<file path="src/rtl/iserdes_word_aligner.sv">
// rtl/iserdes_word_aligner.sv - bitslip-driven word alignment controller for a 10-bit ISERDES pair
module iserdes_word_aligner #(
    parameter logic [9:0] TRAINING_PATTERN = 10'h0f8,
    parameter int         SETTLE_CYCLES    = 4,
    parameter int         MATCH_COUNT      = 16,
    parameter int         MAX_SLIPS        = 9,
    parameter int         LOSS_THRESHOLD   = 4
) (
    input  logic        i_word_clock,
    input  logic        i_reset,
    input  logic        i_start,
    input  logic [9:0]  i_word_in,
    output logic        o_bitslip,
    output logic        o_busy,
    output logic        o_aligned,
    output logic        o_failed,
    output logic [3:0]  o_slip_count,
    output logic [15:0] o_error_count
);
    localparam int              SW          = $clog2(SETTLE_CYCLES);
    localparam logic [SW-1:0]   SETTLE_LAST = SW'(SETTLE_CYCLES - 1);
    localparam logic [7:0]      MATCH_LAST  = 8'(MATCH_COUNT - 1);
    localparam logic [3:0]      SLIP_MAX    = 4'(MAX_SLIPS);
    localparam logic [3:0]      LOSS_LAST   = 4'(LOSS_THRESHOLD - 1);

    typedef enum logic [2:0] {
        ST_IDLE, ST_SETTLE, ST_CHECK, ST_SLIP, ST_LOCKED, ST_FAILED
    } state_t;

    state_t        r_state;
    logic [SW-1:0] r_settle_cnt;
    logic [7:0]    r_match_cnt;
    logic [3:0]    r_loss_cnt;
    logic [3:0]    r_slip_count;
    logic [15:0]   r_error_count;
    logic          r_bitslip;
    logic          r_busy;
    logic          r_aligned;
    logic          r_failed;
    logic          r_armed;
    logic          w_match;
    logic          w_start_ok;

    assign w_match = (i_word_in == TRAINING_PATTERN);
    // r_armed blocks a start that arrives on the first edge after reset release
    assign w_start_ok = i_start && r_armed &&
                        (r_state inside {ST_IDLE, ST_FAILED, ST_LOCKED});

    always_ff @(posedge i_word_clock or posedge i_reset) begin
        if (i_reset) begin
            r_state       <= ST_IDLE;
            r_settle_cnt  <= '0;
            r_match_cnt   <= '0;
            r_loss_cnt    <= '0;
            r_slip_count  <= '0;
            r_error_count <= '0;
            r_bitslip     <= 1'b0;
            r_busy        <= 1'b0;
            r_aligned     <= 1'b0;
            r_failed      <= 1'b0;
            r_armed       <= 1'b0;
        end else begin
            r_armed   <= 1'b1;
            r_bitslip <= 1'b0;
            if (w_start_ok) begin
                r_state       <= ST_SETTLE;
                r_settle_cnt  <= '0;
                r_match_cnt   <= '0;
                r_loss_cnt    <= '0;
                r_slip_count  <= '0;
                r_error_count <= '0;
                r_busy        <= 1'b1;
                r_aligned     <= 1'b0;
                r_failed      <= 1'b0;
            end else begin
                case (r_state)
                    ST_SETTLE: begin
                        if (r_settle_cnt == SETTLE_LAST) begin
                            r_state      <= ST_CHECK;
                            r_settle_cnt <= '0;
                        end else begin
                            r_settle_cnt <= r_settle_cnt + 1'b1;
                        end
                    end
                    ST_CHECK: begin
                        if (w_match) begin
                            r_match_cnt <= r_match_cnt + 8'd1;
                            if (r_match_cnt == MATCH_LAST) begin
                                r_state   <= ST_LOCKED;
                                r_busy    <= 1'b0;
                                r_aligned <= 1'b1;
                            end
                        end else if (r_slip_count < SLIP_MAX) begin
                            r_state      <= ST_SLIP;
                            r_match_cnt  <= '0;
                            r_bitslip    <= 1'b1;
                            r_slip_count <= r_slip_count + 4'd1;
                        end else begin
                            r_state  <= ST_FAILED;
                            r_busy   <= 1'b0;
                            r_failed <= 1'b1;
                        end
                    end
                    ST_SLIP: begin
                        r_state      <= ST_SETTLE;
                        r_settle_cnt <= '0;
                    end
                    ST_LOCKED: begin
                        if (w_match) begin
                            r_loss_cnt <= '0;
                        end else begin
                            if (r_error_count != 16'hffff)
                                r_error_count <= r_error_count + 16'd1;
                            // relock goes straight to CHECK: the lane is assumed still settled
                            if (r_loss_cnt == LOSS_LAST) begin
                                r_state      <= ST_CHECK;
                                r_loss_cnt   <= '0;
                                r_match_cnt  <= '0;
                                r_slip_count <= '0;
                                r_busy       <= 1'b1;
                                r_aligned    <= 1'b0;
                            end else begin
                                r_loss_cnt <= r_loss_cnt + 4'd1;
                            end
                        end
                    end
                    default: ;
                endcase
            end
        end
    end

    assign o_bitslip     = r_bitslip;
    assign o_busy        = r_busy;
    assign o_aligned     = r_aligned;
    assign o_failed      = r_failed;
    assign o_slip_count  = r_slip_count;
    assign o_error_count = r_error_count;
endmodule

</file>
<file path="config.mk">
export PLATFORM = sky130hd
export DESIGN_NAME = iserdes_word_aligner
export DESIGN_NICKNAME = d
export VERILOG_FILES = /design/src/rtl/iserdes_word_aligner.sv
export SDC_FILE = /design/constraint.sdc
export NUM_CORES = 1
export LEC_CHECK = 0
export ABC_AREA = 1
export ABC_CLOCK_PERIOD_IN_PS = 1700
export BUFFER_PORTS_ARGS = -buffer_cell sky130_fd_sc_hd__buf_2
export CORE_AREA = 2 2 73 75
export CTS_CLUSTER_SIZE = 28
export DETAILED_ROUTE_END_ITERATION = 6
export DIE_AREA = 0 0 75 77
export PLACE_DENSITY = 0.78
export REMOVE_ABC_BUFFERS = 1
export SLEW_MARGIN = 20
export SYNTH_ARGS = -nofsm -noshare
export SYNTH_HDL_FRONTEND = slang
export SYNTH_SLANG_ARGS = --single-unit
</file>
<file path="constraint.sdc">
create_clock -name i_word_clock -period 1.7 [get_ports i_word_clock]
set_input_delay 0.255 -clock i_word_clock [delete_from_list [all_inputs] [get_ports i_word_clock]]
set_output_delay 0.255 -clock i_word_clock [all_outputs]
set_load 0.1 [all_outputs]
</file>
# [Yosys cells after proc, flatten, opt, wreduce, memory -nomap -nowiden]
# Cells that the tools add are included.
[totals] register_bits=42 word_cells=108
[classes] n_addsub=5 order_cmp=1 eq_ne=22 mux=52 reduce_logical=17
[op_table] cell="2-to-1 mux 16 bit" count=4
[op_table] cell="2-to-1 mux 8 bit" count=5
[op_table] cell="2-to-1 mux 4 bit" count=9
[op_table] cell="2-to-1 mux 3 bit" count=7
[op_table] cell="AND reduction 5 bit" count=4
[op_table] cell="2-to-1 mux 1 bit" count=19
[op_table] cell="inequality test 3 bit (second input constant)" count=6
[op_table] cell="adder 16 x 1 -> 16 bit (second input constant)" count=1
[op_table] cell="inequality test 16 bit (second input constant)" count=1
[op_table] cell="case mux 8 bit (2 select lines)" count=1
[op_table] cell="inequality test 4 bit (second input constant)" count=3
[op_table] cell="case mux 3 bit (4 select lines)" count=1
[op_table] cell="== test 10 x 8 -> 1 bit (second input constant)" count=1
[op_table] cell="nonzero test 3 bit" count=3
[op_table] cell="adder 4 x 1 -> 4 bit (second input constant)" count=2
[op_table] cell="adder 8 x 1 -> 8 bit (second input constant)" count=1
[op_table] cell="== test 8 x 4 -> 1 bit (second input constant)" count=1
[op_table] cell="case mux 4 bit (2 select lines)" count=1
[op_table] cell="== test 3 x 2 -> 1 bit (second input constant)" count=2
[op_table] cell="== test 3 bit (second input constant)" count=2
[op_table] cell="AND reduction 3 bit" count=2
[op_table] cell="nonzero test 2 bit" count=3
[op_table] cell="nonzero test 5 bit" count=1
[op_table] cell="== test 4 x 2 -> 1 bit (second input constant)" count=1
[op_table] cell="other kinds (13)" count=16

# [Longest topological paths before layout]
# Gate-level depths: netlist of the first run.
[logic_depth] ltp_word=5 depth_mapped=10

# [Least setup slack after synthesis of the first run]
# Ideal clock, no wire load.
[synth_path] path_type="reg2reg" from="register r_error_count[0] (netlist: o_error_count[0])" to="register r_error_count[0] (netlist: o_error_count[0])" setup_ns=0.076 arrival_ns=2.168 required_ns=1.624 setup_slack_ns=-0.544 path_stages_with_launch=10 path_buffers=1 synth_period_minus_slack_ns=2.244 cell_sequence="dfrtp_1 ha_1 nand3_1 inv_1 nand2_1 nand3b_4 nand3_4 buf_6 nand2_1 o21ai_1"
[synth_between] elab_chain_cells=5
[synth_lines] element="start, declared" line="35" text="logic [15:0] r_error_count;"
[synth_lines] element="start signal, assigned" line="113" text="r_error_count <= r_error_count + 16'd1;"
[synth_lines] element="adder 16 x 1 -> 16 bit" line="113"
[synth_lines] element="2-to-1 mux 16 bit" line="112" text="if (r_error_count != 16'hffff)"
[synth_lines] element="2-to-1 mux 16 bit" line="109" text="if (w_match) begin"
[synth_lines] element="2-to-1 mux 16 bit" line="76" text="case (r_state)"
[synth_lines] element="2-to-1 mux 16 bit" line="65" text="if (w_start_ok) begin"
# Several ways; a longest one is shown, not always the timed one. The select of a mux whose other input is x is not followed.
# A chain may end at the register's enable or synchronous reset.

# [Worst setup path after layout of the first run]
[layout_path] from="register r_state[2]" to="register r_loss_cnt[2]"
[layout_between] elab_chain_cells=4
[layout_lines] element="start, declared" line="30" text="state_t r_state;"
[layout_lines] element="start signal, assigned" line="51" text="r_state <= ST_IDLE;"
[layout_lines] element="start signal, assigned" line="66" text="r_state <= ST_SETTLE;"
[layout_lines] element="start signal, assigned" line="79" text="r_state <= ST_CHECK;"
[layout_lines] element="== test 3 bit, or another cell as far along" line="47" text="(r_state inside {ST_IDLE, ST_FAILED, ST_LOCKED});"
[layout_lines] element="nonzero test 3 bit" line="47"
[layout_lines] element="logical AND 1 bit" line="46" text="assign w_start_ok = i_start && r_armed &&"
[layout_lines] element="2-to-1 mux 4 bit / nonzero test 2 bit (equally long branches)"
[layout_lines] element="end signal, assigned" line="123" text="r_loss_cnt <= r_loss_cnt + 4'd1;"
[layout_lines] element="end, declared" line="33" text="logic [3:0] r_loss_cnt;"
# Several ways; a longest one is shown, not always the timed one.

==> flow_summary.toml, run 1 <==
[status]
outcome = "complete, but fails checks"
violations = "hold timing"

[global_route]
grt_pass1_vias = 2535
grt_pass1_wl_um = 11300
grt_start_max_net_pins = 27
grt_use_total_pct = 24.6
antenna_found_initial = 0
grt_overflow = 0

[detailed_routing]
routed-wl-met3_um = 243
ant_nets = 0
drc = 0
firstDrtPassIters = 4
post_drt_wl_per_cell_um = 12.6
highest_layer = "met4"
wl_met2_um = 3150
routed_wl_um = 6500
wl_met1_um = 3030
vias_per_cell = 5.34
vias = 2758
detail_route.iter0.violations = 189

[layout]
final_area_mm2 = 0.00329
multi_input_area_mm2 = 0.00155
seqCellArea_mm2 = 0.00105
fillers = 431
n_antenna_cell = 0
synthToLayoutAreaGrowth_pct = 17.2
drive_gt1_share_pct = 22.2
final_nets = 464

[logic_synthesis]
syn_inst = 390
synth.distinct_cells = 30
synth_seq_area_share_pct = 37.4
ys_seq_elements = 42
syn_area_mm2 = 0.00281
syn-mean-instance-area_um2 = 7.20
yosys_warnings = 0

[critical_path]
r2r_cells = 8
r2r-start = "r_state[2]"
crit_chain = "inv_2 -> nand2_4 -> nand3_4 -> nand2_1 -> buf_4 -> inv_1 -> nor2_1 -> nor3_1"
max_stage_delay_ns = 0.43
cp_max_fo = 13
rrSetupSlack_ns = 0.10
crit_path_end = "r_loss_cnt[2]"
start_kind = "flip-flop"
crit_buf_inv = 3
crit_slowest_cell = "dfrtp_1"
critPathArrivalTime_ns = 1.78
worst-path-stages = 8
worstPathRequired_ns = 1.88
cp_top_family = "simple AND/OR/NAND/NOR gates"
path_class = "flip-flop to flip-flop"
startpoint = "r_state[2]"
r2r_end = "r_loss_cnt[2]"
end_kind = "flip-flop"

[job]
cap_violations = 0

[floorplan]
pin_count = 37
dieArea_mm2 = 0.00578
start_util_pct = 56.4
die_h_um = 77
core_mm2 = 0.00498
die_x_um = 75
rows = 26

[sta]
max-slew-margin-rel_pct = 47.5
holdWs_ns = -0.00689
skew_ns = 0.00677
period_share_pct = 94.1
rsz0062_at_grt = "yes"
clock.fmax_mhz = 625
tightest_slew_ns = 0.782
setup_ws_ns = 0.101
layout_min_cycle_time_ns = 1.60
slew_violations = 0
hold_viol = 6
setup_viol_count_final = 0

[clock_tree]
clk_pin_slew_ns = 0.08
cts_tree = "done"
cts-buffers-inserted = 5
cts_max_level = 2
postCtsHoldBufs = 0
postCtsSetupRepairBufs = 0
cts_max_path_buffers = 2
clk_latency_ns = 0.30
ctsRootBufferMaster = "clkbuf_8"
cts_sinks = 42

[power_and_ir_drop]
p_per_area_mw_per_mm2 = 1750
ir_drop_uv = 1130
p_leak_uw = 0.00171

[place]
hpwlAfterDp_um = 4780
place_ws_ns = -0.00951
place_area_mm2 = 0.00316
place_congestion = 0.866
port_buffers = 36

[hold_path]
hp-class = "input pin to asynchronous set/reset pin"
[repair_timing]
item | in CTS | in global routing
gates resized for setup | 1 | 8
endpoints found under the setup margin | 3 | 28
cloned | 0 | 1
pin swaps | 0 | 1
[state kept, by name (all words and copies together) (netlist names), 2 cells and up]
register       cells
r_state            3
o_slip_count       4
r_match_cnt        8
r_loss_cnt         4
r_settle_cnt       2
o_error_count     16
[synthesized netlist by cell type (all sizes together)]
library cell	count	area, µm²
or2	3	18.8
xor2	8	70.1
conb	1	3.75
o21ai	21	128
nand3b	1	20.0
a211oi	1	7.51
ha	6	75.1
dfrtp	42	1050
nor3	7	35.0
buf	9	78.8
a21oi	6	30.0
nand3	37	253
o21bai	3	22.5
nor2	50	193
nand4	22	138
inv	45	171
nand2	125	487
a32o	1	10.0
xnor2	2	17.5
[report_power, final]
group | internal, µW | total, µW | switching (µW)
Combinational | 860 | 3540 | 2680
Clock | 328 | 672 | 344
Sequential | 1290 | 1550 | 258
[final cells by class]
class / instances / area share (%)
repair buffers: 56 / 10.4
clock buffers: 7 / 2.62
flip-flops and latches: 42 / 31.9
inverters: 45 / 5.28
clock inverters: 1 / 0.152
multi-input cells: 295 / 46.9
well taps: 70 / 2.66
[metal layers]
| layer | global-route usage, % | vias to the layer above |
|---|---|---|
| met5 | 0 | - |
| met3 | 4.07 | 9 |
| met2 | 38.6 | 57 |
| met4 | 6.79 | 0 |
| li1 | - | 1376 |
| met1 | 34.8 | 1316 |
[worst min path at each step]
stage / from / depth (start not counted) / to / slack, ns
detailed placement: i_reset / 2 / o_error_count[4] / 0.33
floorplan: r_settle_cnt[0] / 1 / r_settle_cnt[0] / 0.45
finish: i_reset / 2 / o_error_count[1] / -0.007
global route: i_reset / 2 / o_error_count[4] / 0.04
CTS: i_reset / 2 / o_error_count[4] / 0.009
global placement: i_reset / 2 / o_error_count[1] / 0.32
[per-stage QoR]
stage               instances  util [%]  total power (µW)  TNS [ns]
floorplan                 381         -              4250    -15.68
global placement          507      63.5              4910         0
detailed placement        507      63.5              4990   -0.0145
CTS                       515      65.3              5690         0
global route              516      66.1              6130   -0.0309
finish                    516      66.1              5760         0
[cell usage in the layout, fill, tap and decap left out]
cell,count
nand3_1,26
clkinv_2,1
o21ai_1,10
buf_2,36
nand4_1,22
a32o_1,1
nand3_4,5
nand2_1,119
xnor2_1,2
buf_4,19
clkinv_1,1
o21bai_1,3
a211oi_1,1
o21ai_0,5
clkbuf_8,6
inv_1,38
conb_1,1
clkbuf_1,1
or2_2,3
nand2_2,5
nor2_1,48
xor2_1,8
nand3b_4,1
nor2_2,2
ha_1,6
inv_6,1
nand3_2,7
o21ai_2,6
a21oi_1,6
dfrtp_1,42
nand2_4,1
buf_12,1
inv_2,5
nor3_1,7
[kinds of logic after synthesis]
| logic type | count (synthesis) | synth area share (%) |
|---|---|---|
| xor gates and xnor gates | 10 | 3.12 |
| and+or+nand+nor | 245 | 40.7 |
| other | 1 | 0.134 |
| DFF | 42 | 37.4 |
| adders and majority gates | 6 | 2.67 |
| buffers and inverters | 54 | 8.91 |
| AOI/OAI and AO/OA | 32 | 7.04 |
(Power assumes the default switching activity.)
==> run 2: changes to the inputs <==
CORE_AREA = 2 2 75 77   (was 2 2 73 75)
DIE_AREA = 0 0 77 79   (was 0 0 75 77)
PLACE_DENSITY = 0.75   (was 0.78)
==> run 2 against run 1 <==
Against the previous run:
- the flow now finishes without violations
- cell area grew 0.61%
- clock skew up 0.0054 ns
- combinational power decreased by 3%
- total power up 0.88%
- sequential cell count unchanged
- critical path depth decreased by 1
- worst setup slack better by 0.0033 ns
- critical path type unchanged
- critical endpoint is now o_aligned
- largest cell class unchanged
==> flow_summary.toml, run 2 (synthesis results as in run 1) <==
[status]
outcome = "finished clean"

[clock_tree]
cts_tree = "done"
cts_max_level = 2
ctsRootBufferMaster = "clkbuf_8"
clk_latency_ns = 0.29
cts-buffers-inserted = 5
cts_sinks = 42
cts_max_path_buffers = 2
postCtsSetupRepairBufs = 0
clk_pin_slew_ns = 0.08

[detailed_routing]
ant_nets = 0
detail_route.iter0.violations = 202
firstDrtPassIters = 4
post_drt_wl_per_cell_um = 11.8
vias = 2656
routed_wl_um = 6040
vias_per_cell = 5.17
drc = 0

[critical_path]
crit_chain = "inv_1 -> nand3_2 -> inv_1 -> nand3_2 -> buf_4 -> nand4_1 -> nand2_1"
crit_slowest_cell = "dfrtp_1"
start_kind = "flip-flop"
path_class = "flip-flop to flip-flop"
r2r_end = "o_aligned"
critPathArrivalTime_ns = 1.77
cp_max_fo = 9
max_stage_delay_ns = 0.41
crit_buf_inv = 3
rrSetupSlack_ns = 0.10
r2r-start = "r_state[0]"
worstPathRequired_ns = 1.87
r2r_cells = 7
cp_top_family = "buffers and inverters"
end_kind = "flip-flop"

[floorplan]
die_h_um = 79
pin_count = 37
core_mm2 = 0.00534
start_util_pct = 52.6
die_x_um = 77
dieArea_mm2 = 0.00608
rows = 27

[layout]
final_nets = 461
multi_input_area_mm2 = 0.00153
drive_gt1_share_pct = 22.4
final_area_mm2 = 0.00331
fillers = 522
synthToLayoutAreaGrowth_pct = 17.9
largest_reg_flops = 16
seqCellArea_mm2 = 0.00105
n_antenna_cell = 0
layout_common_cells = "118 x nand2_1, 47 x nor2_1, 41 x dfrtp_1"
final_common_cell = "nand2_1"

[sta]
clock.fmax_mhz = 627
period_share_pct = 93.9
setup_viol_count_final = 0
skew_ns = 0.0122
holdWs_ns = 0.488
rsz0062_at_grt = "no"
slew_violations = 0
hold_viol = 0
layout_min_cycle_time_ns = 1.60

[global_route]
antenna_found_initial = 0
grt_pass1_wl_um = 10700
grt_pass1_vias = 2492
grt_overflow = 0
grt_use_total_pct = 21.5
grt_start_max_net_pins = 43

[place]
place_area_mm2 = 0.00317
hpwlAfterDp_um = 4510
port_buffers = 36
place_congestion = 0.877

[power_and_ir_drop]
p_per_area_mw_per_mm2 = 1750
ir_drop_uv = 1460
p_leak_uw = 0.00170

[job]
cap_violations = 0

[hold_path]
hp-class = "flip-flop to flip-flop"
holdPathEnd = "r_settle_cnt[0]"
hold_start = "r_settle_cnt[0]"
hold_path_depth = 1
-- run 2: repair_timing --
action                                 4_1_cts  5_1_grt
gates resized for setup                      0       10
endpoints found under the hold margin       34        0
setup endpoints to repair                    0       29
hold buffers                                 1        0
-- run 2: power by group --
part	leakage (µW)	switching, µW	internal, µW
Sequential	0.000554	280	1290
Combinational	0.00109	2610	828
Clock	0.0000573	334	470
Total	0.00170	3220	2590
-- run 2: worst max-delay path by stage --
stage,depth (start not counted),slack (ns),to,startpoint
3_3_place_gp,9,0.13,o_error_count[12],o_error_count[0]
3_5_place_dp,9,0.09,o_error_count[2],o_error_count[0]
2_1_floorplan,9,-0.65,o_error_count[10],o_error_count[0]
6_report,7,0.10,o_aligned,r_state[0]
4_1_cts,9,0.08,o_error_count[2],o_error_count[0]
5_1_grt,9,0.0002,r_match_cnt[7],r_state[2]
-- run 2: final cells by class --
type                    count  share of cell area [%]
clock buffers               6                    2.49
inverters                  45                    5.29
multi-input cells         294                    46.1
flip-flops and latches     42                    31.8
well taps                  72                    2.72
repair buffers             54                    10.7
clock inverters             1                   0.907
-- run 2: through the flow --
stage | util, % | TNS (ns) | power [µW] | instances | setup WS (ns)
floorplan | - | -15.68 | 4250 | 381 | -0.648
global placement | 59.3 | 0 | 4920 | 506 | 0.134
detailed placement | 59.3 | 0 | 4980 | 506 | 0.0860
CTS | 61.6 | 0 | 5810 | 514 | 0.0762
global route | 62.0 | 0 | 6190 | 514 | 0.000222
finish | 62.0 | 0 | 5810 | 514 | 0.104
-- run 2: per-layer routing --
metal  global-route usage, %  wire (µm)  up-vias
met2                    36.8       2900       57
met4                    5.89         48        0
met1                    28.3       2850     1239
met3                    3.64        241        4
met5                       0          0        -
li1                        -          -     1356
==> run 3: changes to the inputs <==
CORE_AREA = 2 2 64 90   (was 2 2 75 77)
DIE_AREA = 0 0 66 92   (was 0 0 77 79)
==> run 3 against run 2 <==
Against the previous run:
- utilization up 0.47 points
- wire length up 4.8%
- sequential cell count unchanged
- clock power down 15%
- sequential share of layout area down 0.40 points
- total power down 0.72%
- die area down 0.18%
- maximum frequency up 0.94%
- sequential power about the same
- register-to-register slack about the same
- combinational power up 3%
- final cell count up 1.2%
- largest cell class unchanged
- largest power group unchanged
==> flow_summary.toml, run 3 (synthesis results as in run 1) <==
[floorplan]
pin_count = 37
start_util_pct = 52.4
die_x_um = 66
core_mm2 = 0.00537
rows = 32
die_h_um = 92
dieArea_mm2 = 0.00607

[critical_path]
worst-path-stages = 9
critPathArrivalTime_ns = 1.77
crit_slowest_cell = "dfrtp_2"
max_stage_delay_ns = 0.43
r2r_cells = 9
crit_chain = "inv_2 -> nand2_4 -> nand3_4 -> buf_12 -> nand2_1 -> nand3_4 -> buf_6 -> nand2_1 -> o21ai_2"
path_class = "flip-flop to flip-flop"
end_kind = "flip-flop"
crit_buf_inv = 3
start_kind = "flip-flop"
cp_max_fo = 10
cp_top_family = "simple AND/OR/NAND/NOR gates"
worstPathRequired_ns = 1.89

[clock_tree]
cts_max_path_buffers = 2
ctsRootBufferMaster = "clkbuf_8"
cts_tree = "done"
clk_latency_ns = 0.30
clk_pin_slew_ns = 0.09
cts_max_level = 2
cts_sinks = 42
cts-buffers-inserted = 5

[detailed_routing]
drc = 0
post_drt_wl_per_cell_um = 12.2
vias_per_cell = 5.22
detail_route.iter0.violations = 140
firstDrtPassIters = 4
routed_wl_um = 6330
ant_nets = 0
vias = 2714

[place]
hpwlAfterDp_um = 4820
place_ws_ns = 0.0695
port_buffers = 36
place_congestion = 0.874

[sta]
holdWs_ns = 0.481
clock.fmax_mhz = 633
skew_ns = 0.0130
rsz0062_at_grt = "yes"
layout_min_cycle_time_ns = 1.58
period_share_pct = 93.0
setup_viol_count_final = 0
setup_ws_ns = 0.119
slew_violations = 0
hold_viol = 0

[global_route]
grt_pass1_wl_um = 11600
grt_use_total_pct = 24.1
grt_start_max_net_pins = 30
grt_overflow = 0
grt_pass1_vias = 2702
antenna_found_initial = 0

[power_and_ir_drop]
p_leak_uw = 0.00174
p_per_area_mw_per_mm2 = 1720
ir_drop_uv = 1320

[hold_path]
hold_path_depth = 1
hp-class = "flip-flop to flip-flop"

[layout]
n_antenna_cell = 0
layout_common_cells = "118 x nand2_1, 46 x nor2_1, 41 x dfrtp_1"
largest_reg_flops = 16
synthToLayoutAreaGrowth_pct = 19.4
drive_gt1_share_pct = 24.3
final_common_cell = "nand2_1"
final_nets = 470

[job]
cap_violations = 0

[status]
outcome = "finished clean"
run 3: cell types whose count changed in the layout (fill, tap and decap cells not counted), sizes merged:
cell and delta:
buf +9, bufinv -1, inv +2
run 3: worst paths after layout:
path / slack, ns / endpoint / startpoint
worst max-delay path: 0.12 / o_error_count[2] / r_state[2]
worst min-delay path: 0.48 / r_settle_cnt[0] / r_settle_cnt[0]
worst max register to register: 0.12 / o_error_count[2] / r_state[2]
worst min register to register: 0.48 / r_settle_cnt[0] / r_settle_cnt[0]
max in group asynchronous: 0.83 / r_state[2] / i_reset
min in group asynchronous: 0.51 / r_armed / i_reset
run 3: cell type report:
type / instances / area (µm²)
fillers: 503 / 2010
multi-input cells: 294 / 1540
flip-flops and latches: 42 / 1050
repair buffers: 63 / 414
inverters: 45 / 171
well taps: 68 / 85.1
clock buffers: 6 / 82.6
clock inverters: 2 / 12.5
run 3: routing by layer:
metal | routed length, µm | global-route usage [%] | vias to the layer above
met2 | 3340 | 42.9 | 60
li1 | - | - | 1386
met5 | 0 | 0 | -
met3 | 216 | 3.31 | 13
met4 | 122 | 9.52 | 0
met1 | 2650 | 28.6 | 1255
run 3: what timing repair did:
item,CTS,global route
buffers inserted,0,4
endpoints found under the setup margin,0,28
gates resized for setup,0,15
hold endpoints to repair,13,0
hold buffers,1,0
run 3: metrics by stage:
| stage | utilization (%) | TNS [ns] | power, µW | std cells | instance area (µm²) |
|---|---|---|---|---|---|
| final | 62.5 | 0 | 5770 | 520 | 3350 |
| after global routing | 62.5 | -0.0251 | 6210 | 520 | 3350 |
| after CTS | 61.1 | 0 | 5720 | 516 | 3280 |
| after detailed placement | 59.1 | 0 | 5020 | 507 | 3170 |
| after global placement | 59.1 | 0 | 4960 | 507 | 3170 |
| after floorplan | - | -15.68 | 4250 | 381 | 2730 |
run 3: report_power, final:
group / switching (µW) / internal [µW] / leakage, µW
logic: 2650 / 893 / 0.00114
clock network: 358 / 327 / 0.0000472
registers: 251 / 1290 / 0.000554
